===== src/rtl/ama_riscv_reg_file.sv =====
// RV32I integer register file: x1..x31 with two combinational read ports,
// one synchronous write port and optional same-cycle write forwarding.
module ama_riscv_reg_file #(
  parameter bit          BYPASS_EN = 1'b1,
  parameter logic [31:0] RST_VAL   = 32'h0
) (
  input  logic        clk,
  input  logic        rst,
  input  logic        we,
  input  logic [4:0]  addr_a,
  input  logic [4:0]  addr_b,
  input  logic [4:0]  addr_d,
  input  logic [31:0] data_d,
  output logic [31:0] data_a,
  output logic [31:0] data_b
);

  logic [31:0] regs_q [31:1];
  logic        wr_hit;

  // x0 is hard-wired, so index 0 never writes and never forwards
  assign wr_hit = we & ~rst & (addr_d != 5'd0);

  always_ff @(posedge clk) begin
    if (rst) begin
      for (int i = 1; i < 32; i++) begin
        regs_q[i] <= RST_VAL;
      end
    end else if (wr_hit) begin
      regs_q[addr_d] <= data_d;
    end
  end

  always_comb begin
    data_a = 32'h0;
    if (addr_a != 5'd0) begin
      if (BYPASS_EN && wr_hit && (addr_a == addr_d)) begin
        data_a = data_d;
      end else begin
        data_a = regs_q[addr_a];
      end
    end
  end

  always_comb begin
    data_b = 32'h0;
    if (addr_b != 5'd0) begin
      if (BYPASS_EN && wr_hit && (addr_b == addr_d)) begin
        data_b = data_d;
      end else begin
        data_b = regs_q[addr_b];
      end
    end
  end

endmodule

===== config.mk =====
export PLATFORM = sky130hd
export DESIGN_NAME = ama_riscv_reg_file
export DESIGN_NICKNAME = d
export VERILOG_FILES = /design/src/rtl/ama_riscv_reg_file.sv
export SDC_FILE = /design/constraint.sdc
export NUM_CORES = 2
export LEC_CHECK = 0
export ABC_AREA = 1
export CAP_MARGIN = 20
export CORE_MARGIN = 8
export CORE_UTILIZATION = 30
export CTS_CLUSTER_SIZE = 24
export DETAILED_ROUTE_END_ITERATION = 7
export PLACE_DENSITY = 0.47
export SETUP_SLACK_MARGIN = 0.3
export SLEW_MARGIN = 15
export SYNTH_ARGS = -nofsm -noshare
export SYNTH_HDL_FRONTEND = slang
export SYNTH_SLANG_ARGS = --single-unit

===== constraint.sdc =====
create_clock -name clk -period 4.4 [get_ports clk]
set_input_delay 0.88 -clock clk [delete_from_list [all_inputs] [get_ports clk]]
set_output_delay 0.88 -clock clk [all_outputs]
set_load 0.01 [all_outputs]

; ---- Word-level counts from Yosys, hierarchy flattened
; Memories as Yosys holds them, arrays and structs flattened.
; Index checks and enable logic that the tools add are counted.
[word_totals]
ff_bits = 0
mem_bits_rw = 992
inputBits = 50
out_inout_bits = 64
word_cells = 24
mem_count = 1
[mem_list]
columns = memory, words, width, rd, rd_ports_with_merged_regs, write_ports, line_no
row1 = regs_q, 31, 32, 2, 0, 31, 18  ; logic [31:0] regs_q [31:1];
[op_classes]
eq_ne = 2
n_mux = 12
n_bitwise = 3
n_reduce_logical = 6
[op_table]
columns = operator, count
row1 = 32-bit 2-to-1 mux, 5
row2 = 32-bit OR reduction, 1
row3 = 5-bit nonzero test, 3
row4 = 5-bit equality test, 2
row5 = 1-bit 2-to-1 mux, 6
row6 = 5-bit 2-to-1 mux, 1
row7 = 1-bit AND, 2
row8 = 1-bit logical AND, 2
row9 = 1-bit NOT, 1

; ---- Depth between registers and ports, before layout
[depth]
word_depth = 8
ltp_mapped = 14
ltp_nobuf = 11

; ---- Least setup slack after synthesis
; Ideal clock, no wire load.
[synth_path]
kind = input-to-output
start = in addr_b[4]
end = out data_b[0]
t_arrival_ns = 2.226
t_required_ns = 3.520
setup_slack_ns = 1.294
stages = 8
n_path_buf = 3
path_cell_list = clkbuf_1 -> xnor2_1 -> nand2_1 -> nor3_4 -> nand2_4 -> buf_6 -> buf_6 -> a21oi_1
[synth_between]
elab_chain_cells = 4
word_cells_on_any_way = 6
cone_classes = 1 x eq/ne / 2 x mux / 2 x reduce/logical / 1 x memory
[synth_rtl]
columns = item, line_no
row1 = from (decl), 11  ; input logic [4:0] addr_b,
row2 = branches (longest 3 deep; another with memory 31 x 32 bit), -
row3 = 32-bit 2-to-1 mux *, 47  ; if (addr_b != 5'd0) begin
row4 = to (decl), 15  ; output logic [31:0] data_b
; Mark *: on every way between the ends.

; ---- Final worst setup path
[layout_path]
start = in addr_a[0]
end = out data_a[29]
[layout_between]
elab_chain_cells = 4
word_cells_on_any_way = 6
cone_classes = 1 x eq/ne / 2 x mux / 2 x reduce/logical / 1 x memory
[layout_rtl]
columns = item, line_no
row1 = from (decl), 10  ; input logic [4:0] addr_a,
row2 = branches (longest 3 deep; another with memory 31 x 32 bit), -
row3 = 32-bit 2-to-1 mux *, 36  ; if (addr_a != 5'd0) begin
row4 = to (decl), 14  ; output logic [31:0] data_a,
; Marks and branches as above.

==> reports/qor.txt <==
Filler cells = 19.8k
Hold Buf Count CTS = 0
Relative slew slack = 54.3%
Largest net degree at the start of global routing = 95
Synth-to-Final Area Change = 18.3%
Worst hold-check path type = input pin to flip-flop
Reg with most FFs = regs_q
Synth Warn # = 0
Setup TNS = 0 ns
Worst-Margin Slew = 0.680 ns
First DRT Iteration DRCs = 6517
CP max FO = 32
Synthesized flop and latch total = 1024
Io pins = 114
Fmax = 0.243 GHz
Htree depth = 3
Final ANT Viol Nets = 0
Setup CP Type = input pin to output pin
Post-Syn Area = 0.0585 mm^2
Core Area = 0.194 mm^2
Placed cells = 9831
Die X = 458 um
P per Cell Area = 370 mW/mm^2
Clock sink count = 1024
Hold WS = 0.715 ns
CP max-delay cell = clkdlybuf4s50_1
Setup crit start kind = input pin
Crit end category = output pin
Peak supply drop = 307 uV
Final WS setup = 0.292 ns
Total global-route track usage = 22.9%
Delay-heaviest family, CP = buffers and inverters
Final setup vio count = 0
Status = finished clean
WL final = 255000 um
Share of layout cells above drive strength 1 = 9.67%
Crit-path max cell delay = 0.58 ns
Req. time, crit path = 3.52 ns
Nets = 7490
PortBufs = 113
Unrepaired setup endpoints after global routing = true
CTS buffer count = 118
Max Cap Violations = 0
Post-synthesis cell count = 7437
Final min period = 4.11 ns
WP buf/inv = 5
Detailed Routing Iterations Pass 1 = 8
CTS tree = built
Leakage power = 29.1 nW
Final Util = 35.6%
Post-DR wirelength/cell = 25.3 um
Initial antenna violation count = 11
Sequential share of the synthesized area = 52.5%
Final Hold Viols = 0
Non-filler instance count after layout = 10.1k
Area of the multi-input gates = 0.0229 mm^2
Vias in the first global route = 49.4k
Max FFs per register = 1024
Final Max Tran Viols = 0
Avg Synthesized Cell Area = 7.87 um^2
CP arrival = 3.23 ns
Height of the die = 458 um
Clock-pin slew on the worst setup and hold paths = 0.06 ns
Global-route wire length before repair = 356000 um
FF+latch area = 0.0307 mm^2
Max clock buf depth = 3
RePlAce Congestion = 0.889
Biggest regs = regs_q (1024)
Initial Util = 30.1%
Remaining DRCs = 0
Post-DP HPWL = 157000 um
Period utilisation layout = 93.4%
Root Buffer = clkbuf_16
Site Rows = 162
Library cells used by synthesis = 26
Dpl ws = -0.0334 ns
Total grt overflow = 0
Crit-path cells = buf_8, buf_16, buf_12, buf_6, o211ai_1, nand3_1, nand3_1, nand2_1, nand2_1, a21oi_4, clkdlybuf4s50_1
DR vias = 53.6k
Vias per inst = 5.31
Die Area = 0.209 mm^2
per-stage QoR:
step | area (um^2) | power [W]
after floorplan | 58600 | 0.0137
final | 69200 | 0.0256
after global placement | 64500 | 0.0156
after global routing | 69200 | 0.0264
after detailed placement | 64500 | 0.0156
after CTS | 68400 | 0.0256
routing by layer:
layer	GRT usage, %	routed length, um	share of wire (%)
met5	0	55	0.022
met4	9.91	11500	4.5
met3	3.27	20000	7.8
met2	37.6	120000	47
met1	30.0	104000	41
final cells by class:
| cell class | instances | area share, % |
|---|---|---|
| tap | 2542 | 4.59 |
| inverter | 624 | 3.49 |
| clock inverter | 78 | 1.02 |
| timing repair buffer | 492 | 8.82 |
| antenna | 3 | 0.0108 |
| multi-input combinational | 5177 | 33.1 |
| timing repair inverter | 3 | 0.0488 |
| clock buffer | 143 | 4.52 |
| sequential | 1024 | 44.4 |
kinds of logic after synthesis:
family / synth area share (%)
flip-flops: 52.5
AND/OR/NAND/NOR: 30.4
XOR/XNOR: 0.120
AO/OA/AOI/OAI: 8.03
buffers and inverters: 8.95
other: 0.00641
worst paths after layout:
kind,cells past startpoint,slack [ns],to,start
setup / recovery,11,0.29,data_a[29],addr_a[0]
hold / removal,1,0.72,regs_q[0][29]$_DFFE_PP_,data_d[29]
Yosys cell counts:
master,number,share of area [%]
buf_6,6,0.12
o21ai_0,374,3.2
nor2_1,1368,8.8
conb_1,1,0.0064
buf_2,285,2.4
buf_4,21,0.27
nand3_1,1067,9.1
inv_4,1,0.011
edfxtp_1,1024,53
nand2_1,1782,11
nor3_4,6,0.17
or2_2,58,0.62
nand2_4,1,0.019
a21oi_1,259,2.2
o211ai_1,204,2.6
xor2_1,3,0.045
inv_1,614,3.9
xnor2_1,5,0.075
nand4_1,2,0.021
nand2_2,2,0.021
nand3_2,6,0.10
nor3_1,7,0.060
clkbuf_1,263,1.7
buf_1,68,0.44
nand4_2,1,0.021
inv_2,9,0.058
report_power, final:
group	internal [W]	switching, W	total, W
Combinational	0.00128	0.00278	0.00407
Clock	0.00574	0.00433	0.0101
Sequential	0.0113	0.000229	0.0115
cells in the final DEF (no fill, tap or decap), types with 14 or more instances in the layout:
cell type,instances
nor2_1,1363
nand2_1,1729
or2_2,58
o211ai_1,204
clkinv_2,29
nand3_2,18
clkdlybuf4s50_1,82
inv_1,611
buf_12,110
conb_1,32
clkbuf_1,21
nand2_2,55
clkbuf_16,135
dlymetal6s2s_1,14
buf_4,227
nand3_1,1055
a21oi_1,253
o21ai_0,370
clkinv_1,26
edfxtp_1,1024
buf_16,23
what timing repair did:
action                                  in CTS  in global routing
pin swaps                                    3                  2
endpoints found under the setup margin      64                 61
gates resized for setup                     23                 70
setup buffers                                2                 13
cloned                                       0                 16
hold endpoints to repair                     0                  0
Power figures use the tool's default switching activity.
